File: src/rtl/pipe_stage_latch.sv
// Pipeline-stage latch: valid/ready handshake, optional two-entry skid buffer,
// flush (bubble insertion) and NOP gating of the presented instruction.
module pipe_stage_latch #(
    parameter int unsigned          DATA_WIDTH   = 32,
    parameter int unsigned          NUM_OPERANDS = 2,
    parameter int unsigned          PC_WIDTH     = 32,
    parameter int unsigned          INS_WIDTH    = 32,
    parameter logic [INS_WIDTH-1:0] NOP_INS      = '0,
    parameter bit                   SKID_EN      = 1'b1
) (
    input  logic                               clock,
    input  logic                               reset_n,
    input  logic                               flush,
    input  logic                               in_valid,
    output logic                               in_ready,
    input  logic [NUM_OPERANDS*DATA_WIDTH-1:0] in_operands,
    input  logic [PC_WIDTH-1:0]                in_pc,
    input  logic [INS_WIDTH-1:0]               in_ins,
    output logic                               out_valid,
    input  logic                               out_ready,
    output logic [NUM_OPERANDS*DATA_WIDTH-1:0] out_operands,
    output logic [PC_WIDTH-1:0]                out_pc,
    output logic [INS_WIDTH-1:0]               out_ins,
    output logic [1:0]                         occupancy
);

    localparam int unsigned OPS_WIDTH = NUM_OPERANDS * DATA_WIDTH;

    typedef enum logic [1:0] {
        EMPTY = 2'd0,
        ONE   = 2'd1,
        TWO   = 2'd2
    } state_t;

    state_t state_q, state_d;

    logic [OPS_WIDTH-1:0] main_ops_q, skid_ops_q;
    logic [PC_WIDTH-1:0]  main_pc_q,  skid_pc_q;
    logic [INS_WIDTH-1:0] main_ins_q, skid_ins_q;

    logic in_fire, out_fire;
    logic load_main_in, load_main_skid, load_skid_in;

    // Skid mode decodes in_ready from the state flops only, so out_ready never
    // reaches it; single-entry mode trades that for a combinational pass-through.
    always_comb begin
        out_valid = reset_n & (state_q != EMPTY);
        if (SKID_EN)
            in_ready = reset_n & (state_q != TWO);
        else
            in_ready = reset_n & (~out_valid | out_ready);
    end

    assign in_fire  = in_valid & in_ready;
    assign out_fire = out_valid & out_ready;

    always_comb begin
        state_d        = state_q;
        load_main_in   = 1'b0;
        load_main_skid = 1'b0;
        load_skid_in   = 1'b0;
        unique case (state_q)
            EMPTY: begin
                if (in_fire) begin
                    state_d      = ONE;
                    load_main_in = 1'b1;
                end
            end
            ONE: begin
                if (in_fire && out_fire) begin
                    load_main_in = 1'b1;
                end else if (in_fire) begin
                    state_d      = TWO;
                    load_skid_in = 1'b1;
                end else if (out_fire) begin
                    state_d = EMPTY;
                end
            end
            TWO: begin
                if (out_fire) begin
                    state_d        = ONE;
                    load_main_skid = 1'b1;
                end
            end
            default: state_d = EMPTY;
        endcase
        // Flush drops everything held and arriving; a concurrent out_fire has
        // already been consumed downstream so nothing is lost there.
        if (flush) begin
            state_d        = EMPTY;
            load_main_in   = 1'b0;
            load_main_skid = 1'b0;
            load_skid_in   = 1'b0;
        end
    end

    always_ff @(posedge clock) begin
        if (!reset_n) begin
            state_q    <= EMPTY;
            main_ops_q <= '0;
            main_pc_q  <= '0;
            main_ins_q <= '0;
            skid_ops_q <= '0;
            skid_pc_q  <= '0;
            skid_ins_q <= '0;
        end else begin
            state_q <= state_d;
            if (load_main_in) begin
                main_ops_q <= in_operands;
                main_pc_q  <= in_pc;
                main_ins_q <= in_ins;
            end else if (load_main_skid) begin
                main_ops_q <= skid_ops_q;
                main_pc_q  <= skid_pc_q;
                main_ins_q <= skid_ins_q;
            end
            if (load_skid_in) begin
                skid_ops_q <= in_operands;
                skid_pc_q  <= in_pc;
                skid_ins_q <= in_ins;
            end
        end
    end

    always_comb begin
        out_operands = out_valid ? main_ops_q : '0;
        out_pc       = out_valid ? main_pc_q  : '0;
        out_ins      = out_valid ? main_ins_q : NOP_INS;
        occupancy    = 2'd0;
        if (reset_n) begin
            unique case (state_q)
                ONE:     occupancy = 2'd1;
                TWO:     occupancy = 2'd2;
                default: occupancy = 2'd0;
            endcase
        end
    end

endmodule

File: config.mk
export PLATFORM = sky130hd
export DESIGN_NAME = pipe_stage_latch
export DESIGN_NICKNAME = d
export VERILOG_FILES = /design/src/rtl/pipe_stage_latch.sv
export SDC_FILE = /design/constraint.sdc
export NUM_CORES = 1
export LEC_CHECK = 0
export BUFFER_PORTS_ARGS = -buffer_cell sky130_fd_sc_hd__buf_2
export CELL_PAD_IN_SITES_DETAIL_PLACEMENT = 0
export CELL_PAD_IN_SITES_GLOBAL_PLACEMENT = 1
export CORE_MARGIN = 2
export CORE_UTILIZATION = 39
export CTS_BUF_LIST = sky130_fd_sc_hd__clkbuf_2 sky130_fd_sc_hd__clkbuf_4 sky130_fd_sc_hd__clkbuf_8
export CTS_CLUSTER_SIZE = 10
export DETAILED_ROUTE_END_ITERATION = 6
export PLACE_DENSITY = 0.85
export SLEW_MARGIN = 20
export SYNTH_ARGS = -nofsm -noshare
export SYNTH_HDL_FRONTEND = slang
export SYNTH_SLANG_ARGS = --single-unit
File: constraint.sdc
create_clock -name clock -period 1.5 [get_ports clock]
set_clock_uncertainty 0.05 [all_clocks]
set_input_delay 0.3 -clock clock [delete_from_list [all_inputs] [get_ports clock]]
set_output_delay 0.3 -clock clock [all_outputs]
set_load 0.1 [all_outputs]
# After elaboration in Yosys (flattened, before gate mapping)
# Index checks and enable logic that the tools add are counted.
# totals
ff_bits	258
input_bits	133
out_inout_bits	132
elab_cells	52
# classes
eq_ne	7
mux	27
n_bitwise	5
n_reduce_logical	6
# op_table
op	count
two-way mux 32 bit	6
two-way mux 64 bit	3
two-way mux 2 bit	6
two-way mux 1 bit	9
inequality test 2 bit, second input constant	4
one-hot mux 2 bit (3 select lines)	1
bitwise AND 1 bit	4
one-hot mux 2 bit (2 select lines)	1
AND reduction 4 bit	1
nonzero test 2 bit	2
inequality test 3 bit, second input constant	1
equality test 2 x 1 -> 1 bit, second input constant	1
equality test 2 bit, second input constant	1
zero test 2 bit	1
one-hot mux 1 bit (2 select lines)	1
OR reduction 2 bit	1
logical AND 1 bit	1
inverter 1 bit	1

# Depth between registers and ports, before layout
# logic_depth
word_depth	8
depth_mapped	7
ltp_nobuf	3

# Worst setup path before layout
# No wires, ideal clock.
# synth_path
path_type	register -> output
startpoint	reg state_q[1]
endpoint	out out_ins[22]
t_arrival_ps	2438
required_ps	1150
setup_slack_ps	-1288
path_stages_with_launch	5
n_path_buf	2
path_cell_list	dfxtp_1 -> buf_2 -> o21a_1 -> clkbuf_1 -> and2_1
# synth_via
elab_chain_cells	3
# synth_rtl
element	line_no	text
from (decl)	35	state_t state_q, state_d;
from (signal assigned)	107	state_q <= state_d;
nonzero test 2 bit	47	out_valid = reset_n & (state_q != EMPTY);
bitwise AND 1 bit	47	
named net out_valid	19	output logic out_valid,
two-way mux 32 bit	128	out_ins = out_valid ? main_ins_q : NOP_INS;
to (decl)	23	output logic [INS_WIDTH-1:0] out_ins,
# The timed path passes the listed nets, and every way through them passes these cells.

# Final worst setup path
# layout_path
startpoint	reg state_q[1]
endpoint	out out_ins[9]
# layout_via
elab_chain_cells	3
# layout_rtl
element	line_no
nonzero test 2 bit	47
bitwise AND 1 bit	47
two-way mux 32 bit	128
# No other way between the ends.

==> flow_summary.toml <==
[route]
wirelength_um = 53100
dr.pass1.iters = 6
vias_per_cell = 6.04
ant_nets = 0
drc = 0
dr.first_iter.drc_count = 1644
wl_per_cell_um = 22.1
vias = 14488

[sta]
max_slew_margin_pct = 58.4
max_freq_ghz = 0.462
layout_setup_ws_ps = -665
rsz0062_at_grt = "yes"
worst_pin_slew_ps = 623
fin_crit_sh_pct = 144
setup_violations = 388
report.final.slew_viol_count = 0
fin_hold_ws_ps = 36.9
period_needed_ps = 2160
hold_viol = 0

[floorplan]
die-area_um2 = 34900
rows = 66
start_util_pct = 39.9
die_x_um = 187
io_pins = 265
die_h_um = 187
core_area_um2 = 32700

[yosys]
synth_cell_type_count = 32
synth_top_area_share_pct = 39.6
yosysTopAreaCell = "dfxtp_1"
async_flop_share_pct = 0
netlist_instances = 1506
yosysSeqAreaShare_pct = 39.6
synthFlopType = "dfxtp_1"
netlist_area_um2 = 13000
yosysWarnings = 0
synth_edf_count = 0
syn_nets = 1639
ys_ff_latch = 258
avgSynthCellArea_um2 = 8.66
synth_area_leaders = "dfxtp_1, o221a_1, a21boi_1"

[cts]
cts_tree = "done"
clock_latency_ps = 550
clock_path_buffers = 3
htreeDepth = 2
cts.clk_slew.worst_paths_ps = 70
root_buffer = "clkbuf_8"
cts_sinks = 258
cts_made_buffers = 45

[grt]
grt_pass1_vias = 13574
grt_antenna_before_repair = 0
grt.overflow.total = 0
grt_pass1_wl_um = 76100
track_usage_pct = 26.3
grt_max_degree = 138

[final_layout]
layout-drive-gt1-share_pct = 41.2
antenna_cells = 0
area_delta_synth_final_pct = 72.6
final_cell_area_um2 = 22500
fin_nets = 2057

[worst_hold_path]
hold_class = "in -> reg"
min_to = "state_q[1]"
min_path_cells = 3
hp-start = "flush"

[placement]
place_area_um2 = 17500
port_buffers = 264
dp_hpwl_um = 25200
routabilityCongestion = 0.780

[setup_path]
crit_required_ps = 1150
critPathMaxFanout = 9
cp-start-kind = "flop"
ff2ff_path_depth = 9
rrSetupSlack_ps = -420
r2r_start = "state_q[1]"
path_class = "reg -> out"
startpoint = "state_q[1]"
crit_arrival_ps = 1810
r2r-end = "skid_ins_q[21]"
worstSetupEndpointType = "output port"

[status]
violations = "negative setup slack"
outcome = "finished with violations"

[power_and_ir_drop]
peakVddDrop_v = 0.000546
p_per_area_nw_per_um2 = 753
leakagePower_nw = 8.32
p_total_mw = 17.0

[job]
maxCapViolations = 0
==> worst max-delay path, stage by stage, from the launching register on <==
cell and delay, ps:
dfxtp_4 350, o21a_4 250, buf_12 160, buf_16 150, and2_4 180, buf_12 160
==> placed cells by master (no fill, tap or decap), types with 3 or more instances in the layout <==
master,n
a21boi_0,115
a21boi_1,133
a21boi_2,6
and2_2,45
and2_4,84
buf_12,172
buf_16,32
buf_2,130
buf_4,58
buf_6,24
buf_8,3
bufbuf_16,5
clkbuf_16,21
clkbuf_4,13
clkbuf_8,60
clkinv_2,5
dfxtp_1,256
dlygate4sd3_1,127
nand2_1,127
nand3_1,129
nor2b_4,3
o21ai_1,76
o21ai_2,48
o21ai_4,4
o221a_1,126
o22ai_1,45
o22ai_2,61
o22ai_4,20
==> cells in the mapped netlist, drive strengths merged (4+ instances only) <==
| library cell | number |
|---|---|
| nand2 | 128 |
| o21ai | 130 |
| buf | 119 |
| nand3 | 130 |
| dfxtp | 258 |
| and2 | 129 |
| clkbuf | 82 |
| nor2b | 4 |
| a21boi | 254 |
| o221a | 126 |
| o22ai | 126 |
==> layout make-up <==
class / count / area (um2)
repair buffers: 572 / 7680
clock inverters: 7 / 42.5
fillers: 2267 / 10200
clock buffers: 73 / 923
flip-flops and latches: 258 / 5170
well taps: 442 / 553
inverters: 1 / 3.75
multi-input cells: 1046 / 8140
==> report_power, final <==
group | leakage (nW) | switching [mW] | total [mW] | internal (mW)
logic | 5.71 | 1.44 | 2.87 | 1.43
registers | 2.10 | 0.120 | 7.17 | 7.05
clock network | 0.519 | 3.02 | 6.91 | 3.90
==> metrics by stage <==
step	cells	TNS, ps	util (%)	worst slack, ps
after floorplan	1506	-25740	-	-254
after global placement	2120	-34400	53.6	-177
after detailed placement	2120	-45090	53.6	-199
after CTS	2366	-143330	64.8	-658
after global routing	2399	-163040	68.9	-693
final	2399	-147440	68.9	-665
==> logic make-up after synthesis <==
family	synth area share, %
buf+inv	7.56
simple gates	15.8
compound gates	36.9
mux	0.0767
flops	39.6
==> state kept, by name, indices dropped and copies added (netlist names) <==
name / flops
state_q: 2
main_pc_q: 32
skid_pc_q: 32
main_ins_q: 32
main_ops_q: 64
skid_ins_q: 32
skid_ops_q: 64
==> how the worst max path moves through the flow <==
stage,endpoint,slack (ps),depth (start not counted)
after floorplan,out_ins[10],-250,5
after global placement,main_pc_q[8],-180,5
after detailed placement,skid_ins_q[6],-200,6
after CTS,out_operands[61],-660,5
after global routing,out_ins[9],-690,5
final,out_ins[9],-660,5
==> layer usage <==
metal | vias up | routed length (um) | track usage (%)
met4 | 0 | 1730 | 7.39
met2 | 832 | 25200 | 43.1
met1 | 7081 | 21800 | 35.7
li1 | 6436 | - | -
met5 | - | 0 | 0
met3 | 139 | 4320 | 4.20
==> repair_timing <==
action	4_1_cts	5_1_grt
resized for setup	159	132
cloned	27	23
endpoints found under the hold margin	225	0
pin swaps	61	70
endpoints found under the setup margin	344	388
hold buffers	127	0
setup buffers	13	10
(Power assumes the default switching activity.)
